$ cat src/rtl/memory_writeback_register.sv
// MEM/WB pipeline register with stall, bubble injection and writeback-data select.
// Optional bubble-on-flush behaviour is compiled in by defining MEMWB_FLUSH_EN.
module memory_writeback_register #(
  parameter int DATA_WIDTH = 16
) (
  input  logic                  clk,
  input  logic                  rst_n,
  input  logic                  en,
  input  logic                  flush,
  input  logic                  wbs_in,
  input  logic [DATA_WIDTH-1:0] memData_in,
  input  logic [DATA_WIDTH-1:0] ALUresult_in,
  output logic                  wbs_out,
  output logic [DATA_WIDTH-1:0] memData_out,
  output logic [DATA_WIDTH-1:0] ALUresult_out,
  output logic [DATA_WIDTH-1:0] wb_data_out,
  output logic                  valid_out
);

  // Handshake: valid_out=1 marks a real instruction held in the stage; there is
  // no ready, the WB stage consumes whatever is presented every cycle, and the
  // upstream stage stalls this register by dropping en.
  logic flush_active;

`ifdef MEMWB_FLUSH_EN
  assign flush_active = flush;
`else
  // Port kept for a uniform interface; folded to a constant so it never acts.
  assign flush_active = flush & 1'b0;
`endif

  always_ff @(posedge clk) begin
    if (!rst_n) begin
      wbs_out       <= 1'b0;
      memData_out   <= '0;
      ALUresult_out <= '0;
      valid_out     <= 1'b0;
    end else if (flush_active) begin
      wbs_out       <= 1'b0;
      memData_out   <= '0;
      ALUresult_out <= '0;
      valid_out     <= 1'b0;
    end else if (en) begin
      wbs_out       <= wbs_in;
      memData_out   <= memData_in;
      ALUresult_out <= ALUresult_in;
      valid_out     <= 1'b1;
    end
  end

  assign wb_data_out = wbs_out ? memData_out : ALUresult_out;

endmodule

$ cat config.mk
export PLATFORM = sky130hd
export DESIGN_NAME = memory_writeback_register
export DESIGN_NICKNAME = d
export VERILOG_FILES = /design/src/rtl/memory_writeback_register.sv
export SDC_FILE = /design/constraint.sdc
export NUM_CORES = 1
export LEC_CHECK = 0
export ABC_AREA = 1
export CORE_UTILIZATION = 38
export DETAILED_ROUTE_END_ITERATION = 6
export PLACE_DENSITY = 0.79
export SLEW_MARGIN = 30
export SYNTH_ARGS = -nofsm -noshare
export SYNTH_HDL_FRONTEND = slang
export SYNTH_SLANG_ARGS = --single-unit
$ cat constraint.sdc
create_clock -name clk -period 1.1 [get_ports clk]
set_input_delay 0.33 -clock clk [delete_from_list [all_inputs] [get_ports clk]]
set_output_delay 0.33 -clock clk [all_outputs]
set_load 0.05 [all_outputs]
==> out/metrics.yaml <==
critical_path:
  crit_arrival_ps: 1210
  worstSetupStartpointType: "flop"
  cpMostUsedCell: "buf_12"
  path_class: "reg -> out"
  cp_max_fo: 7
  critPathMaxStageDelay_ps: 450
  slowest_stage: "dfxtp_4"
  rr_endpoint: "wbs_out$_SDFFE_PN0P_"
  reg2reg_from: "wbs_out$_SDFFE_PN0P_"
  crit_required_ps: 770
  cp_cell_sequence: "buf_12, nand2_4, o21ai_4, buf_12"
  reg2reg_slack_ps: 270
  worstSetupEndpointType: "primary output"
  reg2reg_depth: 3
yosys:
  synth_edf_count: 0
  ys.flop_type: "dfxtp_1"
  yosysMostFrequentCell: "nand2_1"
  ys_seq_area_share_pct: 42.9
  synth_area_um2: 1590
  synth_nets: 299
  yosysUniqueCellTypes: 8
  yosys.area.top_type_share_pct: 42.9
  syn_inst: 262
  yosys.area.top_type: "dfxtp_1"
  synth_common_cells: "nand2_1 (82), nor2_1 (66), inv_1 (49)"
  async_reset_ff_share_pct: 0
  synth_warnings: 0
  syn_area_per_cell_um2: 6.06
  ys_seq_elements: 34
  netlist_top_cells_area: "dfxtp_1 (43%), nand2_1 (19%), nor2_1 (16%), inv_1 (12%), o21ai_1 (5.0%)"
final_layout:
  nNetsFinal: 392
  syn2layout_area_growth_pct: 129
  drive_gt1_share_pct: 39.0
  fill_cells: 162
  final_util_pct: 91.1
  antenna_cells: 0
clock_tree:
  cts_buffers: 5
  cts_tree: "done"
  cts_root_buf: "clkbuf_8"
  htree_levels: 2
  cts_buffer_depth: 2
  clk_pin_slew_ps: 70
  clock_sinks: 34
  worst_skew_pair.late_latency_ps: 290
min_path:
  holdPathStages: 1
  holdCritPathClass: "reg -> reg"
  min_to: "valid_out$_SDFFE_PN0P_"
  min_from: "valid_out$_SDFFE_PN0P_"
floorplanning:
  die_x_um: 66.6
  dieArea_um2: 4440
  die_h_um: 66.6
  start_util_pct: 39.7
  core_um2: 4000
  io_pins: 87
  rows: 23
placement:
  place.gp.congestion: 0.751
  port_buffers: 85
  hpwl_mm: 3.58
status:
  status: "complete, but fails checks"
  violations: "negative setup slack"
power_and_ir_drop:
  p_seq_share_pct: 34.7
  leakage_nw: 1.81
  power_density_nw_per_um2: 1140
  p_sw_mw: 1.49
  ir_worst_vdd_v: 0.000805
  combPwrFrac_pct: 42.1
  p_int_mw: 2.66
  swShare_pct: 35.9
  clock_power_share_pct: 23.2
route:
  vias_per_cell: 4.60
  drc: 0
  dr.max_layer_used: "met4"
  dr.pass1.iters: 4
  num_vias: 1866
  routedWlPerCell_um: 14.2
  drtIter0Drc: 50
  antenna_left: 0
  route.met2.wl_mm: 3.28
  wl_met3_um: 278
  routedLengthMet1_mm: 2.00
  drt_wl_total_mm: 5.75
timing:
  final-hold-violation-count: 0
  period_minus_slack_ps: 1540
  skew_ps: 0
  tightest_slew_ps: 167
  slew_violations: 0
  setup_viol: 50
  max_freq_mhz: 648
  timing.final.ws_setup_ps: -443
  whs_ps: 508
  period_share_pct: 140
  worst_slew_margin_rel_pct: 88.8
  rsz0062_at_grt: "yes"
global_route:
  overflow: 0
  grt_pass1_vias: 1893
  grt_start_max_net_pins: 35
  grt_antenna_before_repair: 0
  grt_pass1_wl_mm: 8.56
  gr-usage-all-layers_pct: 26.7
run:
  max_cap_violations: 0
==> final cells by class <==
type	count	area, µm²	area share (%)
flip-flops and latches	34	806	22.1
inverters	49	184	5.05
multi-input cells	165	943	25.9
well taps	50	62.6	1.72
clock inverters	1	5.00	0.137
repair buffers	100	1560	42.7
clock buffers	7	86.3	2.37
==> power by group through the flow <==
stage	clock [mW]	combinational, mW	sequential [mW]
final	0.963	1.75	1.44
after detailed placement	0	1.68	1.47
after floorplan	0	0.571	1.72
after global placement	0	1.65	1.46
after CTS	0.975	1.72	1.44
after global routing	1.03	1.83	1.45
==> per-layer routing <==
| layer | global-route usage [%] | up-vias |
|---|---|---|
| li1 | - | 937 |
| met1 | 26.3 | 853 |
| met2 | 50.1 | 57 |
| met3 | 8.39 | 19 |
| met4 | 12.2 | 0 |
| met5 | 0 | - |
==> repair_timing <==
| action | 4_1_cts | 5_1_grt |
|---|---|---|
| gates resized for setup | 37 | 9 |
| gates cloned | 1 | 0 |
| buffers inserted | 1 | 3 |
| hold buffers | 0 | 0 |
| pin swaps | 1 | 2 |
| setup endpoints to repair | 50 | 50 |
==> worst max-delay path: cells and delay by family, from the launching register on <==
| kind | cells | cell delay (ps) |
|---|---|---|
| flip-flops | 1 | 450 |
| buffers and inverters | 2 | 330 |
| AO/OA/AOI/OAI | 1 | 70 |
| AND/OR/NAND/NOR | 1 | 60 |
==> worst max path at each step <==
| stage | startpoint | end | slack [ps] | cells after the start |
|---|---|---|---|---|
| finish | wbs_out$_SDFFE_PN0P_ | wb_data_out[6] | -440 | 4 |
| global placement | rst_n | memData_out[7]$_SDFFE_PN0P_ | -160 | 4 |
| global route | wbs_out$_SDFFE_PN0P_ | wb_data_out[1] | -480 | 4 |
| CTS | wbs_out$_SDFFE_PN0P_ | wb_data_out[14] | -440 | 4 |
| floorplan | wbs_out$_SDFFE_PN0P_ | wb_data_out[10] | -170 | 2 |
| detailed placement | rst_n | memData_out[13]$_SDFFE_PN0P_ | -250 | 4 |
==> cell usage in the layout (no fill, tap or decap) <==
cell type / count
nor2_1: 66
nand2_1: 66
buf_12: 55
inv_1: 49
clkdlybuf4s50_1: 34
dfxtp_4: 33
nand2_4: 16
o21ai_4: 16
clkbuf_8: 6
buf_4: 5
buf_6: 4
o21a_1: 1
clkbuf_1: 1
clkinv_2: 1
buf_16: 1
buf_2: 1
dfxtp_2: 1
==> per-stage QoR <==
step / TNS (ps) / setup slack, ps / area, µm² / instances / power, mW
floorplan: -2600 / -167 / 1920 / 262 / 2.29
global placement: -6400 / -156 / 3360 / 394 / 3.10
detailed placement: -8400 / -252 / 3360 / 394 / 3.14
CTS: -8680 / -439 / 3590 / 404 / 4.13
global route: -10220 / -483 / 3640 / 406 / 4.32
finish: -8830 / -443 / 3640 / 406 / 4.15
==> registers in the layout, indices dropped and copies added, names as in the netlist <==
signal         cells
wbs_out            1
valid_out          1
memData_out       16
ALUresult_out     16
==> kinds of logic after synthesis <==
kind of cell,after synthesis,synth area share [%]
AO/OA/AOI/OAI,17,5.52
AND/OR/NAND/NOR,148,35.0
flip-flops,34,42.9
buffers and inverters,63,16.6
Note: power is estimated with default switching activity, not from simulation.
